--- config.mk ---
export PLATFORM = sky130hd
export DESIGN_NAME = cfg_stream_sequencer_flat
export DESIGN_NICKNAME = d
export VERILOG_FILES = /design/src/rtl/cfg_pkg.sv /design/src/rtl/cfg_stream_sequencer_if.sv /design/src/rtl/cfg_onehot_dec.sv /design/src/rtl/cfg_stream_sequencer.sv /design/src/flat_wrapper.sv
export SDC_FILE = /design/constraint.sdc
export NUM_CORES = 1
export LEC_CHECK = 0
export ABC_CLOCK_PERIOD_IN_PS = 1650
export BUFFER_PORTS_ARGS = -buffer_cell sky130_fd_sc_hd__buf_4
export CORE_ASPECT_RATIO = 1.25
export CORE_MARGIN = 2
export CORE_UTILIZATION = 40
export CTS_BUF_LIST = sky130_fd_sc_hd__clkbuf_8 sky130_fd_sc_hd__clkbuf_16
export DETAILED_ROUTE_END_ITERATION = 7
export PLACE_DENSITY = 0.69
export SLEW_MARGIN = 20
export SYNTH_ARGS = -nofsm -noshare
export SYNTH_HDL_FRONTEND = slang
export SYNTH_SLANG_ARGS = --single-unit
--- constraint.sdc ---
create_clock -name conf -period 1.65 [get_ports conf]
set_input_delay 0.165 -clock conf [delete_from_list [all_inputs] [get_ports conf]]
set_output_delay 0.165 -clock conf [all_outputs]
set_load 0.02 [all_outputs]
--- src/rtl/cfg_pkg.sv ---
// ============================================================================
// Module  : cfg_pkg
// Brief   : Shared state encoding and frame constants for the config sequencer.
// Revision: 1.0
// ============================================================================
`default_nettype none

package cfg_pkg;

    typedef enum logic [2:0] {
        ST_IDLE    = 3'd0,
        ST_TILE    = 3'd1,
        ST_ADDR_HI = 3'd2,
        ST_ADDR_LO = 3'd3,
        ST_COUNT   = 3'd4,
        ST_DATA    = 3'd5,
        ST_DONE    = 3'd6
    } cfg_state_t;

    localparam logic [7:0] CFG_END_MARKER = 8'hFF;

    // Byte positions inside a frame; payload starts at FRAME_HDR_LEN.
    localparam int FRAME_POS_TILE    = 0;
    localparam int FRAME_POS_ADDR_HI = 1;
    localparam int FRAME_POS_ADDR_LO = 2;
    localparam int FRAME_POS_COUNT   = 3;
    localparam int FRAME_HDR_LEN     = 4;

    function automatic logic cfg_state_busy(input cfg_state_t s);
        return (s != ST_IDLE) && (s != ST_DONE);
    endfunction

endpackage

`default_nettype wire

--- src/rtl/cfg_stream_sequencer_if.sv ---
// ============================================================================
// Module  : cfg_stream_sequencer_if
// Brief   : Bitstream input handshake and tile write-strobe bus.
// Revision: 1.0
// ============================================================================
`default_nettype none

interface cfg_stream_sequencer_if #(
    parameter int N_TILES = 16,
    parameter int ADDR_W  = 10,
    parameter int DATA_W  = 8
);
    logic                start;
    logic [DATA_W-1:0]   in_data;
    logic                in_valid;
    logic                in_ready;
    logic [N_TILES-1:0]  select_tile;
    logic [ADDR_W-1:0]   address_tile;
    logic [DATA_W-1:0]   data_tile;
    logic                cfg_busy;
    logic                cfg_done;
    logic                cfg_error;

    modport master (
        output start, in_data, in_valid,
        input  in_ready, select_tile, address_tile, data_tile,
               cfg_busy, cfg_done, cfg_error
    );

    modport slave (
        input  start, in_data, in_valid,
        output in_ready, select_tile, address_tile, data_tile,
               cfg_busy, cfg_done, cfg_error
    );
endinterface

`default_nettype wire

--- src/rtl/cfg_onehot_dec.sv ---
// ============================================================================
// Module  : cfg_onehot_dec
// Brief   : Tile id to one-hot select; all-zero with o_in_range low if id too big.
// Revision: 1.0
// ============================================================================
`default_nettype none

module cfg_onehot_dec #(
    parameter int N_TILES = 16,
    parameter int ID_W    = 8
) (
    input  wire logic [ID_W-1:0]    i_tile_id,
    output logic      [N_TILES-1:0] o_onehot,
    output logic                    o_in_range
);

    for (genvar i = 0; i < N_TILES; i++) begin : g_bit
        assign o_onehot[i] = (i_tile_id == ID_W'(i));
    end

    assign o_in_range = |o_onehot;

endmodule

`default_nettype wire

--- src/rtl/cfg_stream_sequencer.sv ---
// ============================================================================
// Module  : cfg_stream_sequencer
// Brief   : Parses a byte-wide config bitstream into one-cycle tile write strobes.
// Revision: 1.0
// ============================================================================
`default_nettype none

module cfg_stream_sequencer
    import cfg_pkg::*;
#(
    parameter int N_TILES = 16,
    parameter int ADDR_W  = 10,
    parameter int DATA_W  = 8
) (
    input  wire logic             conf,
    input  wire logic             reset,
    cfg_stream_sequencer_if.slave bus
);

    cfg_state_t         r_state;
    cfg_state_t         w_next_state;
    logic [N_TILES-1:0] r_tile_sel;
    logic [ADDR_W-1:0]  r_addr;
    logic [DATA_W-1:0]  r_cnt;
    logic               w_busy;
    logic               w_accept;
    logic               w_is_end;
    logic [N_TILES-1:0] w_dec_onehot;
    logic               w_dec_in_range;

    assign w_busy       = cfg_state_busy(r_state);
    assign bus.in_ready = w_busy;
    assign bus.cfg_busy = w_busy;
    assign w_accept     = bus.in_valid && w_busy;
    assign w_is_end     = (bus.in_data == CFG_END_MARKER);

    // Decoding the incoming byte lets the select be latched with the tile id.
    cfg_onehot_dec #(
        .N_TILES (N_TILES),
        .ID_W    (DATA_W)
    ) u_onehot_dec (
        .i_tile_id  (bus.in_data),
        .o_onehot   (w_dec_onehot),
        .o_in_range (w_dec_in_range)
    );

    always_ff @(posedge conf or negedge reset) begin
        if (!reset) begin
            r_state <= ST_IDLE;
        end else begin
            r_state <= w_next_state;
        end
    end

    always_comb begin
        w_next_state = r_state;
        case (r_state)
            ST_IDLE, ST_DONE: if (bus.start) w_next_state = ST_TILE;
            ST_TILE:          if (w_accept)  w_next_state = w_is_end ? ST_DONE : ST_ADDR_HI;
            ST_ADDR_HI:       if (w_accept)  w_next_state = ST_ADDR_LO;
            ST_ADDR_LO:       if (w_accept)  w_next_state = ST_COUNT;
            ST_COUNT:         if (w_accept)  w_next_state = ST_DATA;
            ST_DATA:          if (w_accept && (r_cnt == '0)) w_next_state = ST_TILE;
            default:          w_next_state = ST_IDLE;
        endcase
    end

    always_ff @(posedge conf or negedge reset) begin
        if (!reset) begin
            r_tile_sel       <= '0;
            r_addr           <= '0;
            r_cnt            <= '0;
            bus.select_tile  <= '0;
            bus.address_tile <= '0;
            bus.data_tile    <= '0;
            bus.cfg_done     <= 1'b0;
            bus.cfg_error    <= 1'b0;
        end else begin
            bus.select_tile <= '0;
            case (r_state)
                ST_IDLE, ST_DONE: begin
                    if (bus.start) begin
                        bus.cfg_done  <= 1'b0;
                        bus.cfg_error <= 1'b0;
                    end
                end
                ST_TILE: begin
                    if (w_accept) begin
                        if (w_is_end) begin
                            bus.cfg_done <= 1'b1;
                        end else begin
                            // Out-of-range ids latch an all-zero select; payload is still consumed.
                            r_tile_sel <= w_dec_onehot;
                            if (!w_dec_in_range) bus.cfg_error <= 1'b1;
                        end
                    end
                end
                ST_ADDR_HI: if (w_accept) r_addr <= {bus.in_data[ADDR_W-9:0], r_addr[7:0]};
                ST_ADDR_LO: if (w_accept) r_addr <= {r_addr[ADDR_W-1:8], bus.in_data};
                ST_COUNT:   if (w_accept) r_cnt  <= bus.in_data;
                ST_DATA: begin
                    if (w_accept) begin
                        bus.select_tile  <= r_tile_sel;
                        bus.address_tile <= r_addr;
                        bus.data_tile    <= bus.in_data;
                        r_addr           <= r_addr + ADDR_W'(1);
                        r_cnt            <= r_cnt - DATA_W'(1);
                        if (&r_addr) bus.cfg_error <= 1'b1;
                    end
                end
                default: ;
            endcase
        end
    end

endmodule

`default_nettype wire

--- src/flat_wrapper.sv ---
// flat-port wrapper written by rule: the top's interface ports become plain ports
module cfg_stream_sequencer_flat import cfg_pkg::*;
#(
    parameter int N_TILES = 16,
    parameter int ADDR_W  = 10,
    parameter int DATA_W  = 8
)
  (conf, reset, bus_start, bus_in_data, bus_in_valid, bus_in_ready, bus_select_tile, bus_address_tile, bus_data_tile, bus_cfg_busy, bus_cfg_done, bus_cfg_error);
  cfg_stream_sequencer_if #(.N_TILES(N_TILES), .ADDR_W(ADDR_W), .DATA_W(DATA_W)) bus_i ();
  input  wire logic conf;
  input  wire logic reset;
  input wire logic [$bits(bus_i.start)-1:0] bus_start;
  input wire logic [$bits(bus_i.in_data)-1:0] bus_in_data;
  input wire logic [$bits(bus_i.in_valid)-1:0] bus_in_valid;
  output wire logic [$bits(bus_i.in_ready)-1:0] bus_in_ready;
  output wire logic [$bits(bus_i.select_tile)-1:0] bus_select_tile;
  output wire logic [$bits(bus_i.address_tile)-1:0] bus_address_tile;
  output wire logic [$bits(bus_i.data_tile)-1:0] bus_data_tile;
  output wire logic [$bits(bus_i.cfg_busy)-1:0] bus_cfg_busy;
  output wire logic [$bits(bus_i.cfg_done)-1:0] bus_cfg_done;
  output wire logic [$bits(bus_i.cfg_error)-1:0] bus_cfg_error;
  assign bus_i.start = bus_start;
  assign bus_i.in_data = bus_in_data;
  assign bus_i.in_valid = bus_in_valid;
  assign bus_in_ready = bus_i.in_ready;
  assign bus_select_tile = bus_i.select_tile;
  assign bus_address_tile = bus_i.address_tile;
  assign bus_data_tile = bus_i.data_tile;
  assign bus_cfg_busy = bus_i.cfg_busy;
  assign bus_cfg_done = bus_i.cfg_done;
  assign bus_cfg_error = bus_i.cfg_error;
  cfg_stream_sequencer #(.N_TILES(N_TILES), .ADDR_W(ADDR_W), .DATA_W(DATA_W)) u_core (.conf(conf), .reset(reset), .bus(bus_i));
endmodule
==> summary.md, run 1 <==
| Metric | Value |
|---|---|
| Number of flops mapped to enable cells by yosys | 0 |
| TNS Setup | 0 ns |
| Worst slew pin tran | approximately 0.58 ns |
| NumNets Final | slightly above 400 |
| Layout cells sized above 1 | 0.3804 |
| Worst skew pair latency | between 0.3 and 0.4 ns |
| FILL cells | 725 |
| RR Endpoint | u_core.r_cnt[6]$_DFFE_PN0P_ |
| Vias/cell | 5.455 |
| Final Skew | between 0.005 and 0.006 ns |
| Post-Syn Area | roughly 3400 µm² |
| Synthesis-to-layout area growth | 29.42% |
| RSZ-0062 raised after global routing | yes |
| Crit path capture type | output pin |
| HP Start | bus_in_data[6] |
| Vias in the first global route | between 2000 and 3000 |
| Outcome | finished, final reports clean |
| Final worst slack | 0.04311 ns |
| Worst-case reg-to-reg path depth | 6 |
| I/O Pins | 50 |
| Cell taking the most area after synthesis | dfrtp_1 |
| Worst hold endpoint | u_core.bus.data_tile[6]$_DFFE_PN0P_ |
| Max Cap Viol | 0 |
| Largest net degree at the start of global routing | between 40 and 50 |
| Top sig layer | met4 |
| Yosys reg bits | 73 |
| Cell Rows | 37 |
| Final core occ | 0.5333 |
| Antenna diodes | 0 |
| Power Total | 7.355 mW |
| Tcrit/Tclk final | 0.9739 |
| Synth Flop Type | dfrtp_1 |
| R2R Path Start | u_core.r_cnt[1]$_DFFE_PN0P_ |
| Worst slack, placed | -0.006528 ns |
| Final ANT Viol Nets | 0 |
| Vias | about 2700 |
| CP required | between 1 and 1.5 ns |
| Longest Clk Path Bufs | 2 |
| Crit path time final | 1.607 ns |
| Worst rel slew slack | 0.6144 |
| LEAKAGE | 2.052 nW |
| Die height | between 100 and 150 µm |
| Pwr/cell area | between 1500 and 2000 nW/µm² |
| Hold WC Path Type | input port to register |
| Detailed router's first-iteration violation count | 234 |
| Worst Setup Path Type | register to output pin |
| Die Width | 86.64 µm |
| Drt wl/cell | ~16 µm |
| DR pass1 iterations | 4 |
| Data arrival, critical path | 1.44 ns |
| Syn avg cell area | around 11 µm² |
| Final wirelength | around 8000 µm |
| Seq/Total Area, Yosys | 0.5350 |
| GRT overflow | 0 |
| Wl on met1 | between 3000 and 4000 µm |
| YS warnings | 0 |
| Final Max Tran Viols | 0 |
| Max IR drop VDD | about 0.00087 V |
| H-tree levels | 3 |
| Setup crit start kind | register |
| Met2 WL | approximately 4200 µm |
| Worst-path clk slew | roughly 0.08 ns |
| Hold-critical path depth | 2 |
| Top-count cell post-synth | dfrtp_1 |
| Final setup fails | 0 |
| Synth cell count leaders | 73 x dfrtp_1, 25 x nand2_1, 25 x o21ai_0 |
| Routed wl met3 | 331 µm |
| CTS tree | yes |
| R2R setup slack | roughly 0.050 ns |
| Post-synthesis cell type count | 62 |
| PortBufs | between 40 and 50 |
| Root buffer cell | clkbuf_8 |
| Num Clock Sinks | 73 |
| Share of flip-flops with an asynchronous set or reset | 1.000 |
| First-pass GRT wire length | ~13000 µm |
| Die footprint | 9296 µm² |
| Initial antenna violation count | 0 |
| Starting Density | 0.4120 |
| CTS Buf Count | 9 |
| Max Fclk | about 620 MHz |
| GRT Util Overall | 0.1778 |
| Total core area | between 8000 and 9000 µm² |
| Post-Syn Nets | 324 |
| Synth top area share | 0.5350 |
| Synth Instances | 309 |
| Synth top area cells | dfrtp_1 53%, mux2_2 5.9%, o21ai_0 3.7%, and2_1 3.3%, nand2_1 2.7% |
| Final hold violation count | 0 |
| Placer Congestion | roughly 0.86 |
| DP Wirelength | approximately 5600 µm |
| Crit Path Max Fanout | 5 |
| DRC Markers | 0 |
[stage by stage]
step                hold slack, ns  cell area, µm²  instances
finish                      0.1132            4419        494
global route                0.1045            4419        494
CTS                        0.09712            4263        485
detailed placement          0.1867            4044        467
global placement            0.1789            4044        467
floorplan                  -0.1306            3415        309
[critical path, stage by stage, from the launching register on]
cell	delay [ns]
dfrtp_1	0.41
buf_6	0.14
xor2_2	0.18
nor2_2	0.13
inv_1	0.07
buf_4	0.15
[timing repair]
action,CTS,global route
cloned,0,1
setup endpoints to repair,6,44
hold endpoints to repair,40,0
hold buffers,1,0
buffers inserted,1,8
pin swaps,1,4
resized for setup,3,20
[logic make-up after synthesis]
logic type                 Yosys count  synth area share
buffers and inverters               25           0.04104
AOI/OAI and AO/OA                   83            0.1627
xor gates and xnor gates             1          0.002566
muxes                               21           0.07109
adders and majority gates            3           0.01099
and+or+nand+nor                    103            0.1766
DFF                                 73            0.5350
[routing by layer]
| metal | global-route usage | up-vias |
|---|---|---|
| met5 | 0 | - |
| met4 | 0.08594 | 0 |
| met3 | 0.03298 | 12 |
| met2 | 0.2973 | 58 |
| met1 | 0.2191 | 1339 |
| li1 | - | 1286 |
[worst max path at each step]
| stage | startpoint | endpoint | slack (ns) | cells past startpoint |
|---|---|---|---|---|
| after floorplan | u_core.r_addr[0]$_DFFE_PN0P_ | u_core.bus.cfg_error$_DFFE_PN0P_ | 0.05 | 5 |
| after global placement | u_core.r_state[1]$_DFFE_PN0P_ | u_core.r_addr[9]$_DFFE_PN0P_ | 0.005 | 5 |
| after detailed placement | u_core.r_state[1]$_DFFE_PN0P_ | u_core.r_addr[9]$_DFFE_PN0P_ | -0.007 | 5 |
| after CTS | u_core.r_state[2]$_DFFE_PN0P_ | bus_in_ready | -0.03 | 5 |
| after global routing | u_core.r_state[2]$_DFFE_PN0P_ | bus_in_ready | -0.03 | 5 |
| final | u_core.r_state[2]$_DFFE_PN0P_ | bus_in_ready | 0.04 | 5 |
[state kept, by name, indices dropped and copies added, names as in the netlist]
signal                   cells
u_core.r_addr               10
u_core.bus.cfg_done          1
u_core.r_tile_sel           16
u_core.bus.data_tile         8
u_core.r_cnt                 8
u_core.bus.cfg_error         1
u_core.r_state               3
u_core.bus.address_tile     10
u_core.bus.select_tile      16
[area by class of cell]
type / count / area (µm²) / share of cell area
flip-flops and latches: 73 / 1829 / 0.4139
multi-input cells: 212 / 1531 / 0.3465
repair buffers: 90 / 718.2 / 0.1625
clock buffers: 9 / 123.9 / 0.02803
well taps: 97 / 121.4 / 0.02746
clock inverters: 7 / 72.57 / 0.01642
inverters: 6 / 22.52 / 0.005096
[cell usage in the layout (no fill, tap or decap), types with 3 or more instances in the layout]
cell / instances
nand2_1: 25
and2_1: 18
buf_4: 83
dfrtp_1: 71
nor2_2: 3
inv_1: 5
nor3_1: 4
clkinv_4: 3
and3_1: 3
a32o_1: 5
clkbuf_8: 9
nor2_1: 19
o21ai_0: 23
nand3_1: 4
o21ai_1: 4
a22oi_1: 3
o31ai_1: 9
a31oi_1: 3
a21oi_1: 16
buf_6: 4
mux2_2: 18
nor3b_1: 3
[report_power, final]
part           internal [mW]  total, mW  switching (mW)  leakage [nW]
sequential              2.24       2.69           0.453         0.960
clock                  0.697       1.38           0.686         0.101
combinational           1.63       3.28            1.65         0.992
total                   4.56       7.35            2.79          2.05
Power figures use the tool's default switching activity.
==> run 2, diff against run 1 <==
--- a/config.mk
+++ b/config.mk
@@ -5,14 +5,14 @@
 export SDC_FILE = /design/constraint.sdc
 export NUM_CORES = 1
 export LEC_CHECK = 0
-export ABC_CLOCK_PERIOD_IN_PS = 1650
+export ABC_CLOCK_PERIOD_IN_PS = 1700
 export BUFFER_PORTS_ARGS = -buffer_cell sky130_fd_sc_hd__buf_4
 export CORE_ASPECT_RATIO = 1.25
 export CORE_MARGIN = 2
 export CORE_UTILIZATION = 40
 export CTS_BUF_LIST = sky130_fd_sc_hd__clkbuf_8 sky130_fd_sc_hd__clkbuf_16
 export DETAILED_ROUTE_END_ITERATION = 7
-export PLACE_DENSITY = 0.69
+export PLACE_DENSITY = 0.66
 export SLEW_MARGIN = 20
 export SYNTH_ARGS = -nofsm -noshare
 export SYNTH_HDL_FRONTEND = slang
==> constraint.sdc (replaced) <==
create_clock -name conf -period 1.7 [get_ports conf]
set_input_delay 0.17 -clock conf [delete_from_list [all_inputs] [get_ports conf]]
set_output_delay 0.17 -clock conf [all_outputs]
set_load 0.02 [all_outputs]
==> summary.md, run 2 (synthesis gave the netlist of run 1 again) <==
| Metric | Value |
|---|---|
| Worst Setup Path Type | register to register |
| Initial antenna violation count | 0 |
| Setup crit start kind | register |
| Max Fclk | a little over 600 MHz |
| Commonest non-fill, non-tap cell in the layout | buf_4 |
| Die footprint | about 9300 µm² |
| Synthesis-to-layout area growth | 25.94% |
| Vias | around 2700 |
| Final Max Tran Viols | 0 |
| Placer Congestion | 0.8475 |
| Data arrival, critical path | about 1.9 ns |
| Crit path time final | about 1.6 ns |
| CP endpoint | u_core.bus.address_tile[1]$_DFFE_PN0P_ |
| H-tree levels | 3 |
| DRC Markers | 0 |
| Final Skew | 0.008494 ns |
| Pwr/cell area | 1612 nW/µm² |
| NumNets Final | around 390 |
| Worst-case reg-to-reg path depth | 5 |
| DP Wirelength | 5557 µm |
| Worst slew pin tran | between 0.5 and 0.6 ns |
| R2R Path Start | u_core.r_state[1]$_DFFE_PN0P_ |
| Root buffer cell | clkbuf_8 |
| Die Width | just under 90 µm |
| Layout cells sized above 1 | 0.3499 |
| Placed insts | between 400 and 500 |
| Tcrit/Tclk final | 0.9523 |
| Total core area | around 8300 µm² |
| FILL cells | about 740 |
| RR Endpoint | u_core.bus.address_tile[1]$_DFFE_PN0P_ |
| Hold WC Path Type | input port to register |
| CP required | a little under 2 ns |
| CTS Buf Count | 9 |
| Min Hold Slack | 0.1231 ns |
| RSZ-0062 raised after global routing | no |
| TNS Setup | 0 ns |
| Longest Clk Path Bufs | 2 |
| Worst-path clk slew | approximately 0.080 ns |
| CTS tree | yes |
| Max IR drop VDD | 0.0007766 V |
| Largest net degree at the start of global routing | 45 |
| Worst rel slew slack | 0.6041 |
| PortBufs | about 50 |
| Detailed router's first-iteration violation count | around 130 |
| Final ANT Viol Nets | 0 |
| I/O Pins | 50 |
| Die height | between 100 and 150 µm |
| First-pass GRT wire length | around 13000 µm |
| DR pass1 iterations | 5 |
| Final setup fails | 0 |
| Leading cell types in the layout, fill and taps excluded | 71 x buf_4, 70 x dfrtp_1, 25 x nand2_1, 25 x o21ai_0, 19 x nor2_1 |
| Final std cells w/o fill | 480 |
| R2R setup slack | between 0.08 and 0.09 ns |
| Cell Rows | 37 |
| CP startpoint | u_core.r_state[1]$_DFFE_PN0P_ |
| Largest regs | u_core.bus.select_tile x16, u_core.r_tile_sel x16 |
| Vias in the first global route | around 2700 |
| GRT Util Overall | 0.1786 |
| Num Clock Sinks | 73 |
| Crit path capture type | register |
| Final hold violation count | 0 |
| Max Cap Viol | 0 |
| Crit Path Max Fanout | 18 |
| LEAKAGE | slightly below 2 nW |
| Antenna diodes | 0 |
| Vias/cell | 5.567 |
| Starting Density | 0.4120 |
| Worst skew pair latency | 0.35 ns |
| GRT overflow | 0 |
| Drt wl/cell | roughly 16 µm |
| Design area | about 4300 µm² |
| Final wirelength | around 7800 µm |
| Outcome | finished, final reports clean |
| Area of placed instances | roughly 4000 µm² |
## run 2: per-stage QoR
step                power, mW    util  worst slack [ns]
floorplan               4.346       -            0.1012
global placement        5.333  0.4823           0.08594
detailed placement      5.397  0.4823           0.04888
CTS                     6.838  0.5103           0.01422
global route            7.358  0.5189          0.001941
finish                  6.934  0.5189           0.08112
## run 2: how the worst min path moves through the flow
stage	from	endpoint	slack, ns	cells past startpoint
2_1_floorplan	reset	u_core.bus.address_tile[0]$_DFFE_PN0P_	-0.13	0
3_5_place_dp	reset	u_core.bus.address_tile[4]$_DFFE_PN0P_	0.22	1
4_1_cts	bus_in_data[6]	u_core.bus.data_tile[6]$_DFFE_PN0P_	0.11	2
3_3_place_gp	reset	u_core.bus.address_tile[4]$_DFFE_PN0P_	0.21	1
5_1_grt	bus_in_data[5]	u_core.bus.data_tile[5]$_DFFE_PN0P_	0.12	2
6_report	bus_in_data[6]	u_core.bus.data_tile[6]$_DFFE_PN0P_	0.12	2
## run 2: layer usage
| metal | share of wire | up-vias | track usage | wire (µm) |
|---|---|---|---|---|
| li1 | - | 1254 | - | - |
| met1 | 0.42 | 1331 | 0.2139 | 3284 |
| met2 | 0.52 | 69 | 0.3044 | 4032 |
| met3 | 0.036 | 18 | 0.03988 | 277 |
| met4 | 0.022 | 0 | 0.07924 | 174 |
| met5 | 0 | - | 0 | 0 |
## run 2: area by class of cell
cell class	instances	area [µm²]	area share
repair buffers	77	625.6	0.1455
multi-input cells	211	1495	0.3477
clock buffers	10	137.6	0.03200
inverters	6	22.52	0.005237
well taps	97	121.4	0.02822
clock inverters	6	67.56	0.01571
flip-flops and latches	73	1831	0.4257
## run 2: power breakdown
part / switching, mW / total [mW] / internal (mW)
Sequential: 0.382 / 2.56 / 2.18
Clock: 0.673 / 1.40 / 0.722
Combinational: 1.55 / 2.98 / 1.43
## run 2: timing repair
item / CTS / global route
hold buffers: 1 / 0
pin swaps: 1 / 1
gates cloned: 0 / 0
setup buffers: 2 / 2
setup endpoints to repair: 2 / 11
resized for setup: 2 / 13
endpoints found under the hold margin: 43 / 0
## run 2: worst max-delay path, stage by stage, from the launching register on
cell	delay, ns
dfrtp_2	0.41
buf_4	0.17
nand2b_1	0.20
nor2_4	0.20
buf_12	0.18
mux2_2	0.34
==> run 3, diff against run 2 <==
--- a/config.mk
+++ b/config.mk
@@ -12,6 +12,7 @@
 export CORE_UTILIZATION = 40
 export CTS_BUF_LIST = sky130_fd_sc_hd__clkbuf_8 sky130_fd_sc_hd__clkbuf_16
 export DETAILED_ROUTE_END_ITERATION = 7
+export MAX_ROUTING_LAYER = met4
 export PLACE_DENSITY = 0.66
 export SLEW_MARGIN = 20
 export SYNTH_ARGS = -nofsm -noshare
==> summary.md, run 3 (synthesis gave the netlist of run 1 again) <==
| Metric | Value |
|---|---|
| Sequence of cells on the critical path | inv_1 -> ha_4 -> or3b_4 -> o31a_1 -> nor2_1 -> o22a_1 |
| CP startpoint | u_core.r_cnt[0]$_DFFE_PN0P_ |
| DRC Markers | 0 |
| RR Endpoint | u_core.r_cnt[6]$_DFFE_PN0P_ |
| I/O Pins | 50 |
| Crit path time final | roughly 1.6 ns |
| Setup crit start kind | register |
| Vias in the first global route | 2652 |
| Vias/cell | ~5.6 |
| Largest net degree at the start of global routing | 45 |
| Final std cells w/o fill | 480 |
| Pwr/cell area | between 1500 and 2000 nW/µm² |
| Worst-case reg-to-reg path depth | 6 |
| Worst slew pin tran | slightly below 0.6 ns |
| GRT met2 Usage | 0.3044 |
| Data arrival, critical path | 1.91 ns |
| Antenna diodes | 0 |
| Max Fclk | 616.6 MHz |
| Worst rel slew slack | 0.6063 |
| GRT Util Overall | 0.1837 |
| Vias | about 2700 |
| Hold-critical path depth | 2 |
| Number of cells on the critical path | 6 |
| Starting Density | 0.4120 |
| Outcome | finished, final reports clean |
| Final ANT Viol Nets | 0 |
| Worst Setup Path Type | register to register |
| CTS tree | yes |
| Num Clock Sinks | 73 |
| Initial antenna violation count | 0 |
| Worst hold endpoint | u_core.bus.data_tile[6]$_DFFE_PN0P_ |
| Leading cell types in the layout, fill and taps excluded | 71 x buf_4, 70 x dfrtp_1, 25 x nand2_1, 25 x o21ai_0, 19 x nor2_1 |
| First-pass GRT wire length | between 10000 and 15000 µm |
| Drt wl/cell | roughly 16 µm |
| Commonest non-fill, non-tap cell in the layout | buf_4 |
| FILL cells | between 700 and 800 |
| Largest regs | u_core.bus.select_tile x16, u_core.r_tile_sel x16 |
| CP max-delay cell | dfrtp_1 |
| Crit Path Max Fanout | 3 |
| Cell Rows | 37 |
| Max Cap Viol | 0 |
| Tcrit/Tclk final | 0.9540 |
| Die height | 107.3 µm |
| Final Max Tran Viols | 0 |
| H-tree levels | 3 |
| GR Util met1 | 0.2144 |
| PortBufs | 49 |
| Max IR drop VDD | around 0.00078 V |
| Design area | around 4300 µm² |
| Final wirelength | between 7000 and 8000 µm |
| Hold WC Path Type | input port to register |
| DR pass1 iterations | 4 |
| R2R Path Start | u_core.r_cnt[0]$_DFFE_PN0P_ |
| Longest Clk Path Bufs | 2 |
| Layout cells sized above 1 | 0.3499 |
| Die footprint | 9296 µm² |
| Area of placed instances | roughly 4000 µm² |
| CTS Buf Count | 9 |
| Detailed router's first-iteration violation count | 128 |
| Highest cell delay on the worst timing path | approximately 0.42 ns |
| Buf/Inv on CP | 1 |
| Crit-path leading delay family | simple AND/OR/NAND/NOR gates |
| Root buffer cell | clkbuf_8 |
| HP Start | bus_in_data[6] |
| Synthesis-to-layout area growth | 25.94% |
| LEAKAGE | 1.988 nW |
| CP required | 1.99 ns |
| NumNets Final | a little under 400 |
| R2R setup slack | 0.08 ns |
| Final hold violation count | 0 |
| Area of the multi-input gates | approximately 1500 µm² |
| RSZ-0062 raised after global routing | no |
| Die Width | approximately 87 µm |
| GRT overflow | 0 |
| TNS Setup | 0 ns |
| Register area | 1831 µm² |
| Worst-path clk slew | about 0.080 ns |
| Final setup fails | 0 |
| Met3 usage | 0.03988 |
| Crit path capture type | register |
| Worst skew pair latency | 0.35 ns |
| Placed insts | approximately 460 |
| Placer Congestion | approximately 0.86 |
| DP Wirelength | 5557 µm |
| Final Skew | between 0.01 and 0.015 ns |
| Grt peak-use layer | met2 |
| Total core area | between 8000 and 9000 µm² |
[run 3: cell counts in the layout (fill, tap and decap cells not counted)]
Identical to the previous run, type by type.
[run 3: per-layer routing]
metal,wire length (µm),vias to the layer above
li1,-,1256
met1,3245,1327
met2,4048,69
met3,315,16
met4,163,0
met5,0,-
[run 3: worst max-delay path by stage]
stage | endpoint | slack, ns
after floorplan | u_core.bus.cfg_error$_DFFE_PN0P_ | 0.10
after global placement | u_core.r_tile_sel[8]$_DFFE_PN0P_ | 0.09
after detailed placement | u_core.r_tile_sel[8]$_DFFE_PN0P_ | 0.05
after CTS | bus_cfg_busy | 0.01
after global routing | u_core.r_cnt[6]$_DFFE_PN0P_ | 0.002
final | u_core.r_cnt[6]$_DFFE_PN0P_ | 0.08
[run 3: report_power, final]
group | internal, mW | switching, mW | leakage, nW
Clock | 0.723 | 0.677 | 0.104
Sequential | 2.18 | 0.382 | 0.959
Combinational | 1.43 | 1.55 | 0.925
[run 3: what timing repair did]
action	CTS	global route
hold buffers	1	0
setup buffers	2	2
hold endpoints to repair	43	0
pin swaps	1	1
resized for setup	2	13
setup endpoints to repair	2	11
[run 3: cell type report]
type,instances,area share
clock buffer,10,0.03200
clock inverter,6,0.01571
inverter,6,0.005237
multi-input combinational,211,0.3477
sequential,73,0.4257
tap,97,0.02822
timing repair buffer,77,0.1455
[run 3: per-stage QoR]
| step | power (mW) | hold slack [ns] | utilization | worst slack [ns] |
|---|---|---|---|---|
| floorplan | 4.346 | -0.1256 | - | 0.1012 |
| global placement | 5.333 | 0.2134 | 0.4823 | 0.08594 |
| detailed placement | 5.397 | 0.2175 | 0.4823 | 0.04888 |
| CTS | 6.838 | 0.1099 | 0.5103 | 0.01422 |
| global route | 7.358 | 0.1232 | 0.5189 | 0.001941 |
| finish | 6.936 | 0.1243 | 0.5189 | 0.07826 |
[run 3: worst reg2reg max path, stage by stage, from the launching register on]
cell and delay (ns):
dfrtp_1 0.42, inv_1 0.13, ha_4 0.15, or3b_4 0.39, o31a_1 0.25, nor2_1 0.09, o22a_1 0.13
